### config.mk
export PLATFORM = sky130hd
export DESIGN_NAME = vesp_ava_wb_fill_master
export DESIGN_NICKNAME = d
export VERILOG_FILES = /design/src/rtl/vesp_ava_wb_pkg.sv /design/src/rtl/vesp_ava_wb_watchdog.sv /design/src/rtl/vesp_ava_wb_fill_master.sv
export SDC_FILE = /design/constraint.sdc
export NUM_CORES = 1
export LEC_CHECK = 0
export ABC_AREA = 1
export ABC_CLOCK_PERIOD_IN_PS = 4950
export CAP_MARGIN = 20
export CORE_UTILIZATION = 49
export CTS_BUF_LIST = sky130_fd_sc_hd__clkbuf_8
export CTS_CLUSTER_DIAMETER = 60
export DETAILED_ROUTE_END_ITERATION = 12
export PLACE_DENSITY = 0.78
export RECOVER_POWER = 50
export SLEW_MARGIN = 10
export SYNTH_ARGS = -nofsm -noshare
export SYNTH_HDL_FRONTEND = slang
export SYNTH_SLANG_ARGS = --single-unit
### constraint.sdc
create_clock -name clk_i -period 4.95 [get_ports clk_i]
set_input_delay 0.495 -clock clk_i [delete_from_list [all_inputs] [get_ports clk_i]]
set_output_delay 0.495 -clock clk_i [all_outputs]
set_load 0.05 [all_outputs]
### src/rtl/vesp_ava_wb_pkg.sv
// Shared Wishbone fill-master types: bus widths and the fill FSM state encoding.
package vesp_ava_wb_pkg;

  localparam int WB_ADR_W      = 32;
  localparam int WB_DAT_W      = 32;
  localparam int WB_SEL_W      = 4;
  localparam int WB_WORD_BYTES = 4;

  typedef enum logic [1:0] {
    IDLE = 2'd0,
    XFER = 2'd1,
    DONE = 2'd2
  } fill_state_t;

endpackage

### src/rtl/vesp_ava_wb_watchdog.sv
// Bus watchdog: counts enabled cycles since the last clear and flags expiry on the TIMEOUT-th cycle.
module vesp_ava_wb_watchdog #(
  parameter int TIMEOUT = 255
) (
  input  logic clk_i,
  input  logic rst_i,
  input  logic en_i,
  input  logic clr_i,
  output logic expire_o
);

  localparam int CNT_W = (TIMEOUT > 1) ? $clog2(TIMEOUT + 1) : 1;

  logic [CNT_W-1:0] cnt_q;
  logic [CNT_W-1:0] cnt_d;

  assign expire_o = en_i && (cnt_q == CNT_W'(TIMEOUT - 1));

  always_comb begin
    cnt_d = cnt_q;
    if (clr_i || !en_i) begin
      cnt_d = '0;
    end else if (!expire_o) begin
      cnt_d = cnt_q + CNT_W'(1);
    end
  end

  always_ff @(posedge clk_i or posedge rst_i) begin
    if (rst_i) begin
      cnt_q <= '0;
    end else begin
      cnt_q <= cnt_d;
    end
  end

endmodule

### src/rtl/vesp_ava_wb_fill_master.sv
// Wishbone classic write initiator that fills or ramps len words from a start address.
// Optional bus watchdog compiled in with VESP_AVA_WB_WATCHDOG_EN.
module vesp_ava_wb_fill_master
  import vesp_ava_wb_pkg::*;
#(
  parameter int LEN_W   = 16,
  parameter int TIMEOUT = 255
) (
  input  logic                clk_i,
  input  logic                rst_i,
  input  logic                cmd_valid_i,
  output logic                cmd_ready_o,
  input  logic [WB_ADR_W-1:0] cmd_addr_i,
  input  logic [LEN_W-1:0]    cmd_len_i,
  input  logic [WB_DAT_W-1:0] cmd_data_i,
  input  logic [WB_DAT_W-1:0] cmd_step_i,
  input  logic [WB_SEL_W-1:0] cmd_sel_i,
  output logic                wb_cyc_o,
  output logic                wb_stb_o,
  output logic                wb_we_o,
  output logic [WB_ADR_W-1:0] wb_adr_o,
  output logic [WB_DAT_W-1:0] wb_dat_o,
  output logic [WB_SEL_W-1:0] wb_sel_o,
  input  logic                wb_ack_i,
  input  logic                wb_err_i,
  output logic                busy_o,
  output logic                done_o,
  output logic                err_o,
  output logic [LEN_W-1:0]    words_o
);

  fill_state_t         state_q, state_d;
  logic [WB_ADR_W-1:0] adr_q, adr_d;
  logic [WB_DAT_W-1:0] dat_q, dat_d;
  logic [WB_DAT_W-1:0] step_q, step_d;
  logic [WB_SEL_W-1:0] sel_q, sel_d;
  logic [LEN_W-1:0]    rem_q, rem_d;
  logic [LEN_W-1:0]    words_q, words_d;
  logic                err_q, err_d;
  logic                wd_expire;

`ifdef VESP_AVA_WB_WATCHDOG_EN
  vesp_ava_wb_watchdog #(
    .TIMEOUT (TIMEOUT)
  ) u_watchdog (
    .clk_i    (clk_i),
    .rst_i    (rst_i),
    .en_i     (state_q == XFER),
    .clr_i    (wb_ack_i || wb_err_i),
    .expire_o (wd_expire)
  );
`else
  logic timeout_unused;
  assign timeout_unused = (TIMEOUT != 0);
  assign wd_expire      = 1'b0;
`endif

  // Command handshake: a command transfers on a clock edge where cmd_valid_i and
  // cmd_ready_o are both high; ready is only offered in IDLE and is forced low in reset.
  assign cmd_ready_o = (state_q == IDLE) && !rst_i;
  assign busy_o      = (state_q != IDLE);
  assign done_o      = (state_q == DONE);
  assign wb_cyc_o    = (state_q == XFER);
  assign wb_stb_o    = (state_q == XFER);
  assign wb_we_o     = (state_q == XFER);
  assign wb_adr_o    = adr_q;
  assign wb_dat_o    = dat_q;
  assign wb_sel_o    = sel_q;
  assign err_o       = err_q;
  assign words_o     = words_q;

  always_comb begin
    state_d = state_q;
    adr_d   = adr_q;
    dat_d   = dat_q;
    step_d  = step_q;
    sel_d   = sel_q;
    rem_d   = rem_q;
    words_d = words_q;
    err_d   = err_q;
    case (state_q)
      IDLE: begin
        if (cmd_valid_i) begin
          adr_d   = {cmd_addr_i[WB_ADR_W-1:2], 2'b00};
          dat_d   = cmd_data_i;
          step_d  = cmd_step_i;
          sel_d   = cmd_sel_i;
          rem_d   = cmd_len_i;
          words_d = '0;
          err_d   = 1'b0;
          state_d = (cmd_len_i == '0) ? DONE : XFER;
        end
      end
      XFER: begin
        // A bus error (or watchdog expiry) wins over a simultaneous ack; that beat is not counted.
        if (wb_err_i || wd_expire) begin
          err_d   = 1'b1;
          state_d = DONE;
        end else if (wb_ack_i) begin
          words_d = words_q + LEN_W'(1);
          adr_d   = adr_q + WB_ADR_W'(WB_WORD_BYTES);
          dat_d   = dat_q + step_q;
          rem_d   = rem_q - LEN_W'(1);
          if (rem_q == LEN_W'(1)) begin
            state_d = DONE;
          end
        end
      end
      DONE: begin
        state_d = IDLE;
      end
      default: begin
        state_d = IDLE;
      end
    endcase
  end

  always_ff @(posedge clk_i or posedge rst_i) begin
    if (rst_i) begin
      state_q <= IDLE;
      adr_q   <= '0;
      dat_q   <= '0;
      step_q  <= '0;
      sel_q   <= '0;
      rem_q   <= '0;
      words_q <= '0;
      err_q   <= 1'b0;
    end else begin
      state_q <= state_d;
      adr_q   <= adr_d;
      dat_q   <= dat_d;
      step_q  <= step_d;
      sel_q   <= sel_d;
      rem_q   <= rem_d;
      words_q <= words_d;
      err_q   <= err_d;
    end
  end

endmodule

==> qor.txt <==
Worst R2R End: wb_adr_o[7]
asr flop ratio synth: 100%
Bufs on Longest Clock Path: 2
setup ws final: 2050 ps
crit path launch type: flop
Root Driver: clkbuf_8
chip height: 142 microns
CP arrival: 3270 ps
Residual DRC: 0
CP dominant cell by count: inv_1
num ports: 212
Leakage Power: 6.12 nW
fillers: 1747
Final ANT Viol Nets: 0
Max Clk Rate: 345 MHz
fin crit period: 2900 ps
fin. max-slew vios: 106
largest net degree at the start of global routing: 106
initial antenna violation count: 2
Hold Crit Start: state_q[1]
setup TNS: 0 ps
Final setup viols: 0
die area: 20100 sq um
clk_lat worst skew: 470 ps
gr ovfl total: 0
H-tree levels: 4
CP Cell Sequence: inv_1, nand2_1, buf_4, nor2_1, nand2_1, nand2_2, buf_12, o21ai_1, inv_1, o21ai_0, inv_1
Worst path max stage delay: 620 ps
Power Dens Cells: 743 nW/um^2
Clock transition at path regs: 90 ps
Worst Hold Class: reg -> reg
post-cts sizing count: 0
IO buf count: 207
failing checks: max-capacitance violations, max-slew violations
FF-to-FF path depth: 11
Ys Warns: 0
Post-DP HPWL: 20700 microns
chip width: 142 microns
Buf/Inv on CP: 5
number of buffers created by CTS: 17
critical path's top delay family: buffers and inverters
Non-Filler Instances: 1931
vias in the first global route: 9509
flops & latches, synth: 133
global-route wire length before repair: 46200 microns
all-layer global routing usage: 29.2%
critical path class: reg -> reg
GR Util met2: 46.4%
clk sinks: 133
Rel. slew slack: -51.9%
fin nets: 1814
Avg Inst Size Synth: 6.51 sq um
ys flop type: dfrtp_1
row count: 50
Final period util: 58.5%
CP required: 5320 ps
Hold Violations, Final: 0
placed instance count: 1898
crit-path max FO: 65
sequential area share after synthesis: 34.7%
GRT met1 Usage: 38.1%
FF-to-FF Start: state_q[1]
core area: 19000 sq um
EDFF count, synth: 0
outcome: complete, but fails checks
worst hold stages: 1
worst slew pin tran: 2270 ps
crit path max-delay cell type: buf_4
vias: 10100
share of layout cells above drive strength 1: 4.61%
Final GP Congestion: 0.950
TritonRoute pass-1 iters: 5
CTS tree: built
hold endpoint: state_q[1]
Worst Setup End Kind: flop
max-capacitance violation count: 1
RSZ-0062 raised after global routing: no
Peak VDD IR: 0.705 mV
met3 GRT Util: 7.22%
Synth Instances: 1472
Post CTS Setup Buffer Count: 0
Iter 0 DRT Violations: 722
routed wire length: 28400 microns
Area growth syn-to-layout: 28.2%
routed len/inst: 14.7 microns
pre-CTS setup slack: 1970 ps
Post-Syn Area: 9590 sq um
routed vias/inst: 5.25
worst clock skew: 13.5 ps
busiest grt layer: met2
Initial Util: 50.6%
register-to-register setup slack: 2050 ps
Yosys cell types: 51
Hold Buf Count CTS: 0
-- logic make-up (layout without fill, tap and decap cells) --
group | count (synthesis) | in the layout | share of synthesized area [%]
other | 1 | 4 | 0.0391
flip-flops | 133 | 133 | 34.7
buffers and inverters | 242 | 438 | 10.2
XOR/XNOR | 18 | 18 | 1.64
AND/OR/NAND/NOR | 825 | 825 | 36.3
adder cells (fa/ha/maj) | 36 | 36 | 4.78
AO/OA/AOI/OAI | 217 | 217 | 12.3
-- area by class of cell --
class | instances | area (sq um) | share of cell area [%]
multi-input cells | 1098 | 5280 | 43.0
well taps | 260 | 325 | 2.65
repair buffers | 214 | 2140 | 17.4
flip-flops and latches | 133 | 3330 | 27.1
clock buffers | 17 | 234 | 1.90
clock inverters | 14 | 249 | 2.03
diodes | 2 | 5.00 | 0.0407
inverters | 193 | 729 | 5.94
-- worst max path at each step --
stage | from | depth (start not counted) | slack [ps] | end
after floorplan | rst_i | 1 | 900 | err_o
after global placement | cmd_valid_i | 7 | 2060 | wb_sel_o[3]
after detailed placement | cmd_valid_i | 7 | 1970 | step_q[30]
after CTS | state_q[1] | 11 | 2100 | wb_adr_o[7]
after global routing | state_q[1] | 11 | 1830 | words_o[9]
final | state_q[1] | 11 | 2050 | wb_adr_o[7]
-- power breakdown --
| group | total (mW) | switching (mW) | internal, mW | leakage, nW |
|---|---|---|---|---|
| clock network | 1.14 | 0.481 | 0.656 | 0.231 |
| logic | 5.94 | 4.06 | 1.88 | 4.25 |
| registers | 2.06 | 0.487 | 1.57 | 1.64 |
-- cells in the final DEF, fill, tap and decap left out, types with 11 or more instances in the layout --
master | synthesis | layout
nand2_1 | 517 | 517
inv_1 | 189 | 188
clkdlybuf4s50_1 | 0 | 165
nor2_1 | 146 | 146
dfrtp_1 | 133 | 133
a21oi_1 | 90 | 90
nand3_1 | 76 | 76
o21ai_0 | 69 | 69
dlygate4sd3_1 | 0 | 42
ha_1 | 35 | 35
nor3_1 | 24 | 24
o21ai_1 | 18 | 18
clkbuf_8 | 0 | 17
xor2_1 | 16 | 16
nand4_1 | 14 | 14
o22ai_1 | 11 | 11
-- per-stage QoR --
step	hold slack (ps)	area (sq um)	total power [mW]	utilization, %
after CTS	458	12300	9.18	64.8
after detailed placement	446	11800	8.00	62.3
after global placement	440	11800	7.89	62.3
after global routing	486	12300	9.91	64.8
final	455	12300	9.14	64.8
after floorplan	422	9590	6.35	-
-- cell usage after synthesis, types with 4 or more instances --
master / n / area share [%]
o21ai_0: 69 / 3.6
ha_1: 35 / 4.6
xor2_1: 16 / 1.5
nor2_2: 6 / 0.39
nor2_1: 146 / 5.7
nor3_2: 4 / 0.42
dfrtp_1: 133 / 35
buf_2: 16 / 0.84
clkbuf_1: 19 / 0.74
a21oi_1: 90 / 4.7
o22ai_1: 11 / 0.72
nand3_1: 76 / 4.0
nor2_4: 4 / 0.47
a31oi_1: 6 / 0.39
inv_1: 189 / 7.4
buf_4: 12 / 0.94
nand3b_1: 5 / 0.39
o21ai_1: 18 / 0.94
o21bai_1: 5 / 0.39
nor3_1: 24 / 1.3
nand4_1: 14 / 0.91
nand2_1: 517 / 20
nor4_1: 6 / 0.39
nand2_2: 9 / 0.59
-- layer usage --
metal / wire, microns / up-vias / share of wire, %
li1: - / 5046 / -
met1: 12500 / 4672 / 44
met2: 12900 / 346 / 46
met3: 2010 / 71 / 7.1
met4: 977 / 0 / 3.4
met5: 0 / - / 0
-- sequential cells by signal (all words and copies together), names as in the netlist --
register,flops
wb_sel_o,4
wb_adr_o,30
err_o,1
words_o,16
wb_dat_o,32
rem_q,16
step_q,32
state_q,2
Note: power is estimated with default switching activity, not from simulation.
==> edit (config.mk and constraints unchanged) <==
`LEN_W`: 16 -> 32.
--- a/src/rtl/vesp_ava_wb_fill_master.sv
+++ b/src/rtl/vesp_ava_wb_fill_master.sv
@@ -3,7 +3,7 @@
 module vesp_ava_wb_fill_master
   import vesp_ava_wb_pkg::*;
 #(
-  parameter int LEN_W   = 16,
+  parameter int LEN_W   = 32,
   parameter int TIMEOUT = 255
 ) (
   input  logic                clk_i,
Ports: changed (resized cmd_len_i and words_o); port bits go from 212 to 244. The function was not compared with the original's and may differ.
==> edit against the unedited design <==
  * The flow still finishes with violations (max-capacitance violations, max-slew violations)
  * Cell count increased by 26%
  * Routed wire length grew 33%
  * Setup slack got worse by 590 ps
  * Sequential cell count is 32 higher
  * Synthesized cell count is 28% higher
  * Final area rose by 21%
  * Synthesized area up 25%
  * Total power grew 9.2%
  * Largest power group unchanged
==> edit: results (changes against the unedited design) <==
overall routed net length=37,700 um (+33%); routability cong.=0.934 (-1.7%); GR Util met3=0.0354 (-0.0368); hold_sp=wb_sel_o[0]; largest net degree at the start of global routing=112 (+5.7%); Final #Nets=2,270 (+25%); max_cap viols=3 (+2); Lkg Pwr=7.28 nW (+19%); outcome=complete, but fails checks; total global-route track usage=0.306 (+0.0139); drt pass-1 iters=6 (+1); vias=13,000 (+28%); initial antenna violation count=0 (-2); placed cell areas=0.0146 mm^2 (+23%); DR vias/cell=5.35 (+1.9%); Synth area leaders=dfrtp_1 (34%), nand2_1 (20%), inv_1 (7.8%); GR Util met2=0.532 (+0.0683); vias in the first global route=12,200 (+28%); Post-Synth XOR/XNOR Area=0.0146 (-0.00183); Compound-Gate Fraction of Synth Area=0.117 (-0.00510); Clock transition at path regs=110 ps (+20 ps); register area share after synthesis=0.344 (-0.00265); Mean Syn Cell Area=6.35 um^2 (-2.5%); clk_skew=17.6 ps (+4.09 ps); Slew Viols, Final=219 (+110%); first-pass GRT wire length=60,300 um (+31%); top cells by count, synth=nand2_1 (642), inv_1 (250), nor2_1 (219); Reg2Reg Depth=7 (-4); Buffers on Ports=239 (+15%); failing checks=max-capacitance violations, max-slew violations; dpl ws=2170 ps (+200 ps); Synth Area in Adders=0.0382 (-0.00956)
edit: cell types whose count changed in the layout (fill, tap and decap cells not counted), sizes merged, moves of 9 or more:
cell and change:
clkdlybuf4s50 +72, nand2 +120, nor3 +9, dlygate4sd3 -40, a21oi +9, inv +65, dfrtp +32, nand3 +35
nand4 +15, o21ai +19, nor2 +76
edit: path summary, 6_finish.rpt:
kind,endpoint,slack (ps)
worst max-delay path,words_o[20],1460
worst min-delay path,wb_sel_o[0],490
worst max register to register,words_o[20],1460
worst min register to register,wb_sel_o[0],490
max in group asynchronous,step_q[18],1600
min in group asynchronous,rem_q[5],1570
edit: worst max-delay path, cell delays in order:
cell             delay, ps
clkdlybuf4s50_1        450
nand3_1                120
clkbuf_1              1840
clkinv_1               240
buf_4                  410
a21oi_1                200
o21a_1                 140
edit: final cells by class:
| type | count | area (um^2) | area share |
|---|---|---|---|
| Timing Repair Buffer | 249 | 2460 | 0.165 |
| Multi-Input combinational cell | 1407 | 6580 | 0.441 |
| Inverter | 257 | 971 | 0.0651 |
| Sequential cell | 165 | 4130 | 0.277 |
| Tap cell | 319 | 399 | 0.0268 |
| Clock buffer | 18 | 248 | 0.0166 |
| Clock inverter | 14 | 129 | 0.00864 |
edit: where the power goes:
part	internal (W)	switching, W	total, W
clock network	0.000415	0.000575	0.000990
logic	0.00207	0.00446	0.00654
registers	0.00190	0.000559	0.00245
edit: cell families (layout without fill, tap and decap cells):
| family | after synthesis | count (layout) |
|---|---|---|
| AO/OA/AOI/OAI | 259 | 259 |
| XOR/XNOR | 20 | 20 |
| adder cells (fa/ha/maj) | 36 | 36 |
| buffers and inverters | 316 | 538 |
| flip-flops | 165 | 165 |
| other | 1 | 2 |
| AND/OR/NAND/NOR | 1090 | 1090 |
